==> src/rtl/vga_timing_pkg.sv <==
// Shared VGA timing constants, sync-polarity encodings and total-period helpers.
package vga_timing_pkg;

  localparam int unsigned DefHActive = 640;
  localparam int unsigned DefHFp     = 16;
  localparam int unsigned DefHSync   = 96;
  localparam int unsigned DefHBp     = 48;
  localparam int unsigned DefVActive = 480;
  localparam int unsigned DefVFp     = 10;
  localparam int unsigned DefVSync   = 2;
  localparam int unsigned DefVBp     = 33;

  localparam bit SyncActiveLow  = 1'b0;
  localparam bit SyncActiveHigh = 1'b1;

  function automatic int unsigned calc_h_total(int unsigned active, int unsigned fp,
                                               int unsigned sync, int unsigned bp);
    return active + fp + sync + bp;
  endfunction

  function automatic int unsigned calc_v_total(int unsigned active, int unsigned fp,
                                               int unsigned sync, int unsigned bp);
    return active + fp + sync + bp;
  endfunction

endpackage

==> src/rtl/sync_delay_line.sv <==
// Fixed-depth shift register; every stage loads a reset value so no stale data survives reset.
module sync_delay_line #(
  parameter int unsigned       Depth    = 2,
  parameter int unsigned       Width    = 3,
  parameter logic [Width-1:0]  ResetVal = '0
) (
  input  logic             clk,
  input  logic             reset,
  input  logic [Width-1:0] din,
  output logic [Width-1:0] dout
);

  logic [Width-1:0] stage_q [Depth];

  always_ff @(posedge clk) begin
    if (reset) begin
      for (int i = 0; i < int'(Depth); i++) begin
        stage_q[i] <= ResetVal;
      end
    end else begin
      stage_q[0] <= din;
      for (int i = 1; i < int'(Depth); i++) begin
        stage_q[i] <= stage_q[i-1];
      end
    end
  end

  assign dout = stage_q[Depth-1];

endmodule

==> src/rtl/vga_timing.sv <==
// VGA raster timing: beam coordinates in the lookahead domain, sync/de delayed to line up
// with the consumer's pipelined pixel output.
module vga_timing
  import vga_timing_pkg::*;
#(
  parameter int unsigned H_ACTIVE  = DefHActive,
  parameter int unsigned H_FP      = DefHFp,
  parameter int unsigned H_SYNC    = DefHSync,
  parameter int unsigned H_BP      = DefHBp,
  parameter int unsigned V_ACTIVE  = DefVActive,
  parameter int unsigned V_FP      = DefVFp,
  parameter int unsigned V_SYNC    = DefVSync,
  parameter int unsigned V_BP      = DefVBp,
  parameter bit          SYNC_POL  = SyncActiveLow,
  parameter int unsigned LOOKAHEAD = 2,
  parameter int unsigned CW        = 10
) (
  input  logic          clk,
  input  logic          reset,
  output logic [CW-1:0] x,
  output logic [CW-1:0] y,
  output logic          active,
  output logic          line_start,
  output logic          frame_start,
  output logic [7:0]    frame_count,
  output logic          hsync,
  output logic          vsync,
  output logic          de
);

  localparam int unsigned HTotal = calc_h_total(H_ACTIVE, H_FP, H_SYNC, H_BP);
  localparam int unsigned VTotal = calc_v_total(V_ACTIVE, V_FP, V_SYNC, V_BP);

  if (LOOKAHEAD < 1 || LOOKAHEAD > 4) begin : gen_bad_lookahead
    $error("vga_timing: LOOKAHEAD must be within 1..4");
  end
  if (64'(HTotal - 1) >= (64'd1 << CW) || 64'(VTotal - 1) >= (64'd1 << CW)) begin : gen_bad_cw
    $error("vga_timing: CW too narrow for the line or frame total");
  end

  localparam logic [CW-1:0] HLast       = CW'(HTotal - 1);
  localparam logic [CW-1:0] VLast       = CW'(VTotal - 1);
  localparam logic [CW-1:0] HActiveC    = CW'(H_ACTIVE);
  localparam logic [CW-1:0] VActiveC    = CW'(V_ACTIVE);
  localparam logic [CW-1:0] HSyncFirst  = CW'(H_ACTIVE + H_FP);
  localparam logic [CW-1:0] HSyncLast   = CW'(H_ACTIVE + H_FP + H_SYNC - 1);
  localparam logic [CW-1:0] VSyncFirst  = CW'(V_ACTIVE + V_FP);
  localparam logic [CW-1:0] VSyncLast   = CW'(V_ACTIVE + V_FP + V_SYNC - 1);
  // Pin encoding of an idle sync line, with de cleared.
  localparam logic [2:0]    DelayRstVal = {~SYNC_POL, ~SYNC_POL, 1'b0};

  logic [CW-1:0] hcnt_q, hcnt_d;
  logic [CW-1:0] vcnt_q, vcnt_d;
  logic [7:0]    frame_q, frame_d;
  logic          hsync_raw, vsync_raw;
  logic [2:0]    delay_in, delay_out;

  always_comb begin
    hcnt_d  = hcnt_q + CW'(1);
    vcnt_d  = vcnt_q;
    frame_d = frame_q;
    if (hcnt_q == HLast) begin
      hcnt_d = '0;
      if (vcnt_q == VLast) begin
        vcnt_d  = '0;
        frame_d = frame_q + 8'd1;
      end else begin
        vcnt_d = vcnt_q + CW'(1);
      end
    end
  end

  always_ff @(posedge clk) begin
    if (reset) begin
      hcnt_q  <= '0;
      vcnt_q  <= '0;
      frame_q <= '0;
    end else begin
      hcnt_q  <= hcnt_d;
      vcnt_q  <= vcnt_d;
      frame_q <= frame_d;
    end
  end

  assign x           = hcnt_q;
  assign y           = vcnt_q;
  assign frame_count = frame_q;
  assign active      = (hcnt_q < HActiveC) && (vcnt_q < VActiveC);
  assign line_start  = !reset && (hcnt_q == '0);
  assign frame_start = line_start && (vcnt_q == '0);

  assign hsync_raw = (hcnt_q >= HSyncFirst) && (hcnt_q <= HSyncLast);
  assign vsync_raw = (vcnt_q >= VSyncFirst) && (vcnt_q <= VSyncLast);
  assign delay_in  = {~(hsync_raw ^ SYNC_POL), ~(vsync_raw ^ SYNC_POL), active};

  sync_delay_line #(
    .Depth    (LOOKAHEAD),
    .Width    (3),
    .ResetVal (DelayRstVal)
  ) u_sync_delay (
    .clk   (clk),
    .reset (reset),
    .din   (delay_in),
    .dout  (delay_out)
  );

  assign hsync = delay_out[2];
  assign vsync = delay_out[1];
  assign de    = delay_out[0];

endmodule

==> config.mk <==
export PLATFORM = sky130hd
export DESIGN_NAME = vga_timing
export DESIGN_NICKNAME = d
export VERILOG_FILES = /design/src/rtl/vga_timing_pkg.sv /design/src/rtl/sync_delay_line.sv /design/src/rtl/vga_timing.sv
export SDC_FILE = /design/constraint.sdc
export NUM_CORES = 1
export LEC_CHECK = 0
export ABC_AREA = 0
export CORE_MARGIN = 5
export CORE_UTILIZATION = 50
export CTS_BUF_LIST = sky130_fd_sc_hd__clkbuf_16
export CTS_CLUSTER_DIAMETER = 150
export DETAILED_ROUTE_END_ITERATION = 6
export MAX_ROUTING_LAYER = met4
export PLACE_DENSITY = 0.82
export SLEW_MARGIN = 30
export SYNTH_ARGS = -nofsm -noshare
export SYNTH_HDL_FRONTEND = slang
export SYNTH_HIERARCHICAL = 1
export SYNTH_SLANG_ARGS = --single-unit
==> constraint.sdc <==
create_clock -name clk -period 2.3 [get_ports clk]
set_input_delay 0.23 -clock clk [delete_from_list [all_inputs] [get_ports clk]]
set_output_delay 0.23 -clock clk [all_outputs]
set_load 0.02 [all_outputs]
==> metrics.md, run 1 <==
| Metric | Value |
|---|---|
| Status | `complete, no violations` |
| DIE WIDTH | `between 60 and 70 um` |
| RSZ-0062 raised after global routing | `false` |
| EDFF count, synth | `0` |
| # clock sinks | `34` |
| Initial core utilization | `between 50% and 60%` |
| First-pass iteration count of the detailed router | `4` |
| Synthesized area per cell | `8.65 um2` |
| Critical path's largest stage delay | `approximately 0.5 ns` |
| PnR worst setup slack | `roughly 0.18 ns` |
| Clock tree buffer depth | `2` |
| RD Place Congestion | `~0.83` |
| Most frequent cells after synthesis | `dfxtp_1, a21oi_1, o21ai_0` |
| FF-to-FF End | `frame_count[3]$_SDFFE_PP0P_` |
| Slew Viols, Final | `0` |
| Setup Skew | `roughly 0.0045 ns` |
| Reg2reg start | `x[0]$_SDFF_PP0_` |
| Clk network pwr share | `between 50% and 60%` |
| Crit Path Class | `reg -> reg` |
| Element type at the critical path end | `register` |
| Yosys top cell by area | `dfxtp_1` |
| Netlist Area Pre-Place | `~1700 um2` |
| Mapped Cells | `just under 200` |
| Core Area | `~3300 um2` |
| Row cnt | `21` |
| Vias after detailed routing | `1547` |
| Worst vdd ir | `~490 uV` |
| Die height | `about 70 um` |
| Final setup vio count | `0` |
| CTS root buf | `clkbuf_16` |
| Switching part of the total | `20.1%` |
| Worst-case reg-to-reg path depth | `6` |
| Tcrit/Tclk final | `between 90% and 100%` |
| Layout net count | `243` |
| Flop-to-flop setup slack | `~0.18 ns` |
| Sequential share of power | `42.7%` |
| Fin. Hold Viols | `0` |
| Hold_ws | `around 0.4 ns` |
| IO Count | `36` |
| P_sw | `between 0.2 and 0.3 mW` |
| Clk_lat worst skew | `~0.28 ns` |
| Final Power | `about 1.4 mW` |
| Worst Tran Pin Value | `roughly 0.43 ns` |
| Die area | `around 4600 um2` |
| Share of layout cells above drive strength 1 | `between 10% and 20%` |
| Most common cell in the netlist | `dfxtp_1` |
| Final ANT Viol Nets | `0` |
| Post-DR vias/cell | `5.47` |
| All-Layer GR Usage | `19.5%` |
| Library cells used by synthesis | `between 40 and 50` |
| Vias in the first global route | `1399` |
| Fmax | `0.471 GHz` |
| Setup crit start kind | `register` |
| Area share of the largest cell type after synthesis | `40.4%` |
| Initial antenna violation count | `0` |
| Area grow syn2layout | `34.7%` |
| Yosys warning count | `6` |
| Final TNS setup | `0 ns` |
| Depth of the worst hold-timing path | `1` |
| Max-cap violations | `0` |
| Minimum clock period | `2.12 ns` |
| Final HPWL DP | `between 2 and 3 mm` |
| Drt total wl | `approximately 4.1 mm` |
| Seq/Total Area, Yosys | `40.4%` |
| Top post-synthesis cells by area | `dfxtp_1, a21oi_1, ha_1, o21ai_0, or4_1` |
| Cell area power density | `621 nW/um2` |
| Detailed-route DRC error count | `0` |
| Pre-CTS setup slack | `around 0.18 ns` |
| # port buffers | `35` |
| Crit path max fanout | `28` |
| HP Class | `reg -> reg` |
| Async S/R FF share, synth | `0%` |
| Post-Syn Nets | `between 200 and 250` |
| CTS tree | `built` |
| Drt wl/cell | `around 14 um` |
| Hold Buf Count CTS | `0` |
| Largest net degree at the start of global routing | `29` |
| Rel. slew slack | `a little over 70%` |
| GRT overflow | `0` |
| Cell Chain, Critical Path | `ha_1 > nand4_2 > or3_1 > buf_12 > or4_1 > a21oi_1` |
| Total CTS buffers | `5` |
| CP Data Required Time | `between 2 and 3 ns` |
| Slowest stage cell on the critical path | `or4_1` |
| Filler cell count | `273` |
| Hold Path Origin | `u_sync_delay/stage_q[0][1]$_SDFF_PP1_` |
| Clock-pin slew on the worst setup and hold paths | `roughly 0.050 ns` |
| Clock H-tree levels | `2` |
| Int Pwr | `~1.1 mW` |
| 1st-iter DRT viols | `approximately 130` |
| Comb power frac | `4.7%` |
| FF+latch area | `681 um2` |
| Number of synthesized register bits | `34` |
| Multi-input gate area | `887 um2` |
| Hold worst-path end | `u_sync_delay/stage_q[0][4]$_SDFF_PP1_` |
| Critical path arrival | `~2.3 ns` |
| Top FF cell, synth | `dfxtp_1` |
| # diodes | `0` |
| First-pass GRT wire length | `approximately 6.5 mm` |
| Leakage | `approximately 0.8 nW` |
-- per-layer routing --
metal | GRT usage [%] | vias to the layer above | part of all wire [%] | wire (um)
met1 | 23.4 | 715 | 44 | 1780
met2 | 29.4 | 39 | 47 | 1920
met4 | 8.93 | 0 | 2.0 | 83
met3 | 6.73 | 8 | 6.8 | 275
li1 | - | 785 | - | -
met5 | - | - | 0 | 0
-- critical path, delay by kind of cell (launching register included) --
family,cells,cell delay [ns]
fa+ha+maj,1,0.22
buf+inv,1,0.18
flops,1,0.42
simple gates,3,1.09
compound gates,1,0.14
-- registers in the layout, summed over array words and instances, names as in the netlist --
signal / cells
frame_count: 8
u_sync_delay/stage_q: 6
x: 10
y: 10
-- cell families after synthesis --
logic type,count (synthesis),share of synthesized area (%)
AOI/OAI and AO/OA,35,12.5
DFF,34,40.4
buffers and inverters,22,7.05
adders and majority gates,5,3.71
xor gates and xnor gates,9,4.67
and+or+nand+nor,90,31.7
-- timing repair --
action | CTS | global route
resized for setup | 1 | 1
setup buffers | 0 | 0
setup endpoints to repair | 1 | 1
-- how the worst max path moves through the flow --
stage          depth (start not counted)  slack, ns                           to       startpoint
2_1_floorplan                          6       0.16  frame_count[3]$_SDFFE_PP0P_  x[0]$_SDFF_PP0_
3_3_place_gp                           5       0.22                  frame_start            reset
3_5_place_dp                           5       0.18                  frame_start            reset
4_1_cts                                5       0.06                   line_start  x[0]$_SDFF_PP0_
5_1_grt                                6       0.07                  frame_start  x[1]$_SDFF_PP0_
6_report                               6       0.18  frame_count[3]$_SDFFE_PP0P_  x[0]$_SDFF_PP0_
-- through the flow --
stage / util [%] / area, um2 / cells
after global placement: 63.7 / 2110 / 275
after global routing: 68.6 / 2270 / 283
final: 68.6 / 2270 / 283
after floorplan: - / 1690 / 195
after CTS: 68.6 / 2270 / 283
after detailed placement: 63.7 / 2110 / 275
-- cell usage in the layout, fill, tap and decap left out, types with 2 or more instances in the layout --
cell              n
or3_1             8
and3_1            7
clkdlybuf4s50_1  33
xnor2_1           6
nand3_1          10
a21oi_1          14
nand4_1           6
dfxtp_1          34
nor4_1            4
nor2b_1           4
buf_4            10
a31o_2            2
o21ai_0          11
inv_1            12
o31ai_1           4
or4_1             7
nor3_1            8
nor2_1            8
or2_1             4
clkbuf_16         5
and4_1            3
ha_1              5
xor2_1            3
nand2_1          10
-- layout make-up --
class	instances	share of cell area, %
multi-input cells	139	39.0
clock buffers	5	5.51
clock inverters	3	1.65
flip-flops and latches	34	30.0
inverters	10	1.65
well taps	46	2.53
repair buffers	46	19.7
-- power groups by stage --
stage | Sequential, mW | Clock, mW | Combinational (mW)
2_1_floorplan | 0.618 | 0 | 0.0310
3_3_place_gp | 0.613 | 0 | 0.0676
3_5_place_dp | 0.614 | 0 | 0.0679
4_1_cts | 0.602 | 0.749 | 0.0670
5_1_grt | 0.603 | 0.775 | 0.0723
6_report | 0.602 | 0.743 | 0.0657
Note: power is estimated with default switching activity, not from simulation.
==> run 2: changes to the inputs <==
CORE_UTILIZATION = 45   (was 50)
PLACE_DENSITY = 0.78   (was 0.82)
clock period = 1.87 ns   (was 2.3 ns; I/O delays follow)
==> run 2 against run 1 <==
Net effect:
- the flow now finishes with violations (negative setup slack)
- clock skew is 0.0026 ns higher
- non-clock buffer count is 25 higher
- utilization is 1.1 points higher
- critical path depth is 1 higher
- largest power group unchanged
- worst setup slack worse by 0.20 ns
- final area is 12% higher
- fmax is 12% higher
- via count is 8.5% higher
==> metrics.md, run 2 (synthesis gave the netlist of run 1 again) <==
| Metric | Value |
|---|---|
| Drt wl/cell | `13.9 um (-3.0%)` |
| DIE WIDTH | `71.2 um (+4.6%)` |
| Failing checks | `negative setup slack` |
| CP Data Required Time | `2.08 ns (-0.43 ns)` |
| Setup Skew | `0.00706 ns (+0.00256 ns)` |
| CTS root buf | `clkbuf_16` |
| Vias after detailed routing | `1679 (+8.5%)` |
| Worst Tran Pin Value | `0.271 ns (-0.160 ns)` |
| Filler cell count | `290 (+6.2%)` |
| Rel. slew slack | `81.7% (+10 points)` |
| GRT overflow | `0 (unchanged)` |
| Clock tree buffer depth | `2 (unchanged)` |
| Most used cell, CP | `or3_4` |
| Tcrit/Tclk final | `101% (+8.7 points)` |
| Hold Buf Count CTS | `0 (unchanged)` |
| Die area | `5070 um2 (+9.4%)` |
| Clock H-tree levels | `2 (unchanged)` |
| HP Class | `reg -> reg` |
| Most frequent cells in the layout | `clkdlybuf4s50_1, buf_4, dfxtp_1` |
| Cell area power density | `631 nW/um2 (+1.7%)` |
| Switching part of the total | `21.4% (+1.3 points)` |
| Hold_ws | `0.399 ns (-0.00546 ns)` |
| Leakage | `0.918 nW (+14%)` |
| RSZ-0062 raised after global routing | `true` |
| Layout net count | `268 (+10%)` |
| Row cnt | `22 (+4.8%)` |
| Critical path arrival | `2.10 ns (-0.24 ns)` |
| Detailed-route DRC error count | `0 (unchanged)` |
| Share of layout cells above drive strength 1 | `26.3% (+16 points)` |
| Largest net degree at the start of global routing | `28 (-3.4%)` |
| # clock sinks | `34 (unchanged)` |
| Setup crit start kind | `register` |
| Initial antenna violation count | `0 (unchanged)` |
| Worst Path Buf+Inv | `2 (+1)` |
| Slowest stage cell on the critical path | `or3_4` |
| Initial core utilization | `46.4% (-4.5 points)` |
| Total CTS buffers | `5 (unchanged)` |
| 1st-iter DRT viols | `161 (+22%)` |
| CTS tree | `built` |
| P_sw | `0.342 mW (+21%)` |
| Fmax | `0.529 GHz (+12%)` |
| Clk network pwr share | `47.7% (-5.0 points)` |
| Clock-pin slew on the worst setup and hold paths | `0.05 ns (about the same)` |
| # port buffers | `35 (unchanged)` |
| Final setup vio count | `3 (+3)` |
| CP top delay family | `simple AND/OR/NAND/NOR gates` |
| Comb power frac | `6.1% (+1.4 points)` |
| Core Area | `3630 um2 (+9.8%)` |
| Minimum clock period | `1.89 ns (-0.234 ns)` |
| Int Pwr | `1.26 mW (+12%)` |
| Max-cap violations | `0 (unchanged)` |
| Die height | `71.2 um (+4.6%)` |
| # diodes | `0 (unchanged)` |
| PnR worst setup slack | `-0.0207 ns (-0.196 ns)` |
| Critical path's largest stage delay | `0.41 ns (-0.08 ns)` |
| Drt total wl | `4.32 mm (+6.3%)` |
| IO Count | `36 (unchanged)` |
| Fin. Hold Viols | `0 (unchanged)` |
| Final HPWL DP | `2.94 mm (+8.8%)` |
| Sequential share of power | `46.2% (+3.5 points)` |
| First-pass GRT wire length | `6.98 mm (+8.1%)` |
| Post-DR vias/cell | `5.42 (-0.92%)` |
| Vias in the first global route | `1571 (+12%)` |
| Status | `complete, but fails checks` |
| Dpl cells | `299 (+8.7%)` |
| Clk_lat worst skew | `0.28 ns (about the same)` |
| Slew Viols, Final | `0 (unchanged)` |
| Area grow syn2layout | `50.3%` |
| All-Layer GR Usage | `17.5% (-2.0 points)` |
| Crit Path Class | `reg -> reg` |
| Worst vdd ir | `390 uV (-21%)` |
| RD Place Congestion | `0.839 (+1.0%)` |
| First-pass iteration count of the detailed router | `4 (unchanged)` |
| Final ANT Viol Nets | `0 (unchanged)` |
| Pre-CTS setup slack | `-0.230 ns (-0.410 ns)` |
| Cell Chain, Critical Path | `ha_4 > nand4_4 > or3_4 > buf_12 > buf_4 > or3_4 > a21oi_2` |
| Element type at the critical path end | `register` |
| Crit path max fanout | `10 (-64%)` |
| Final cell count without fillers | `310 (+9.5%)` |
## run 2: power groups by stage
| stage | registers (mW) | clock network [mW] | logic [mW] |
|---|---|---|---|
| finish | 0.739 | 0.763 | 0.0984 |
| global route | 0.740 | 0.815 | 0.107 |
| CTS | 0.739 | 0.785 | 0.0971 |
| detailed placement | 0.754 | 0 | 0.0980 |
| global placement | 0.753 | 0 | 0.0976 |
| floorplan | 0.761 | 0 | 0.0397 |
## run 2: final timing paths
check,startpoint,end,slack (ns),depth (start not counted)
max,x[1]$_SDFF_PP0_,y[4]$_SDFFE_PP0N_,-0.02,7
min,u_sync_delay/stage_q[0][2]$_SDFF_PP1_,u_sync_delay/stage_q[0][5]$_SDFF_PP1_,0.40,1
max reg2reg,x[1]$_SDFF_PP0_,y[4]$_SDFFE_PP0N_,-0.02,7
min reg2reg,u_sync_delay/stage_q[0][2]$_SDFF_PP1_,u_sync_delay/stage_q[0][5]$_SDFF_PP1_,0.40,1
## run 2: routing by layer
layer	wire length (um)	GRT usage, %	vias up	share of wire (%)
met3	240	4.63	8	5.6
li1	-	-	834	-
met5	0	-	-	0
met2	2010	25.8	48	47
met1	1970	22.6	789	46
met4	91	7.31	0	2.1
## run 2: layout make-up
type	count	area, um2	share of cell area (%)
clock inverter	3	11.3	0.444
tap	48	60.1	2.37
clock buffer	5	125	4.94
multi-input combinational	139	958	37.8
timing repair buffer	71	648	25.6
sequential	34	694	27.4
inverter	10	37.5	1.48
## run 2: worst reg2reg max path, cell delays in order, from the launching register on
cell	delay, ns
dfxtp_4	0.36
ha_4	0.15
nand4_4	0.11
or3_4	0.41
buf_12	0.15
buf_4	0.16
or3_4	0.37
a21oi_2	0.13
## run 2: what timing repair did
action,in CTS,in global routing
endpoints found under the setup margin,3,10
pin swaps,0,11
buffers inserted,0,3
gates resized for setup,9,20
## run 2: stage by stage
step	util, %	total power [mW]	TNS, ns	instance area, um2
after CTS	67.1	1.62	0	2440
final	69.8	1.60	-0.0341	2530
after global routing	69.8	1.66	-0.494	2530
after global placement	63.4	0.851	-0.241	2300
after floorplan	-	0.801	-0.0266	1720
after detailed placement	63.4	0.852	-0.361	2300
==> RTL edit: new RTL, flow settings as in run 1 <==
Reset style: asynchronous (`reset`), changed in 2 clocked blocks.
--- a/src/rtl/sync_delay_line.sv
+++ b/src/rtl/sync_delay_line.sv
@@ -14,3 +14,3 @@
 
-  always_ff @(posedge clk) begin
+  always_ff @(posedge clk or posedge reset) begin
     if (reset) begin
--- a/src/rtl/vga_timing.sv
+++ b/src/rtl/vga_timing.sv
@@ -72,3 +72,3 @@
 
-  always_ff @(posedge clk) begin
+  always_ff @(posedge clk or posedge reset) begin
     if (reset) begin
Function: differs if reset is asserted again (counterexample within 4 cycles, from zero or initial values and one cycle with reset high); with reset held inactive, the same outputs for 10 cycles.
==> RTL edit against run 1 <==
- largest cell class is now flip-flops and latches
- synthesized cell count is 18% lower
- cell area is 2.3% higher
- sequential cell count unchanged
- via count down 11%
- worst setup slack worse by 0.098 ns
- highest routed layer unchanged
- synthesized area is 2.2% higher
- wire length shrank 5.1%
Power is not compared: it rests on default switching activity, and its combinational part moved more than twofold at a synthesized area within 25%.
==> RTL edit: results (changes against run 1) <==
* Tot GR Track Use at 0.194 (was 0.195)
* Drt via density at 5.33 (was 5.47)
* Pin count of the biggest net entering global routing at 16 (was 29)
* Worst Tran Pin Value at 0.533 ns (was 0.431 ns)
* Post-route clock skew at 0.00753 ns (was 0.00450 ns)
* Syn_area_per_cell at 10.8 um2 (was 8.65 um2)
* Async SR Flop Fraction at 1.00 (was 0)
* Critical R2R Capture: y[7] (was frame_count[3])
* DR pass1 iterations at 6 (was 4)
* R2R depth at 5 (was 6)
* Sequential fraction of the synthesis area at 0.497 (was 0.404)
* Share of layout cells above drive strength 1 at 0.175 (was 0.105)
* Vias at 1370 (was 1547)
* Period minus WS final at 2.22 ns (was 2.12 ns)
* 1st-iter DRT viols at 98 (was 132)
* Area contributors post-synth: dfrtp_1 (44%), xor2_1 (6.6%), dfstp_2 (6.1%) (was dfxtp_1 (40%), a21oi_1 (4.2%), ha_1 (3.7%))
* Worst slack, placed at 0.0898 ns (was 0.180 ns)
* GP Congestion at 0.864 (was 0.831)
* Hold Slack at 0.253 ns (was 0.404 ns)
* Setup slack, reg-to-reg at 0.08 ns (was 0.18 ns)
* Syn Nets at 166 (was 202)
* Number of global-route vias before repair at 1347 (was 1399)
* Fin nets at 217 (was 243)
* Tightest Hold Check Type: in2async (was reg2reg)
* Status: finished clean (unchanged)
* Placed instance count at 249 (was 275)
* Final HPWL DP at 2890 um (was 2700 um)
* CTS resizes at 2 (was 1)
* Footprint of the multi-input gates at 778 um2 (was 887 um2)
* Fill count at 234 (was 273)
* Cell variety after synth at 42 (was 41)
[RTL edit: cell count changes after synthesis, sizes merged, moves of 6 or more]
cell and change:
a21oi -12, xor2 +10, or4 -6, dfrtp +30
dfxtp -34, and3 -6
[RTL edit: area by class of cell]
| class | count | area share |
|---|---|---|
| sequential | 34 | 0.369 |
| tap | 46 | 0.0248 |
| clock inverter | 3 | 0.00484 |
| clock buffer | 5 | 0.0538 |
| timing repair buffer | 49 | 0.195 |
| inverter | 11 | 0.0178 |
| multi-input combinational | 109 | 0.335 |
[RTL edit: critical path: cells and delay by family (launching register included)]
family	cells	cell delay, ns
xor gates and xnor gates	1	0.18
DFF	1	0.40
and+or+nand+nor	3	1.35
buffers and inverters	1	0.22
[RTL edit: kinds of logic after synthesis]
group	count (synthesis)	share of synthesized area
AOI/OAI and AO/OA	16	0.0545
xor gates and xnor gates	17	0.0864
adders and majority gates	5	0.0363
buffers and inverters	16	0.0552
DFF	34	0.497
muxes	1	0.00654
and+or+nand+nor	70	0.264
[RTL edit: how the worst max path moves through the flow]
stage,depth (start not counted),startpoint,endpoint
floorplan,5,x[6],frame_count[1]
global placement,5,reset,frame_start
detailed placement,5,x[5],y[7]
CTS,5,x[5],y[7]
global route,6,x[0],y[8]
finish,5,x[5],y[7]
[RTL edit: routing by layer]
| layer | up-vias | part of all wire | GRT usage |
|---|---|---|---|
| met5 | - | 0 | - |
| met4 | 0 | 0.024 | 0.0876 |
| met3 | 8 | 0.039 | 0.0486 |
| met2 | 38 | 0.51 | 0.304 |
| met1 | 668 | 0.43 | 0.236 |
| li1 | 656 | - | - |
[RTL edit: where the power goes]
| part | internal (mW) | total, mW | switching, mW |
|---|---|---|---|
| clock | 0.388 | 0.611 | 0.223 |
| combinational | 0.00287 | 0.0150 | 0.0121 |
| sequential | 0.600 | 0.600 | 0 |
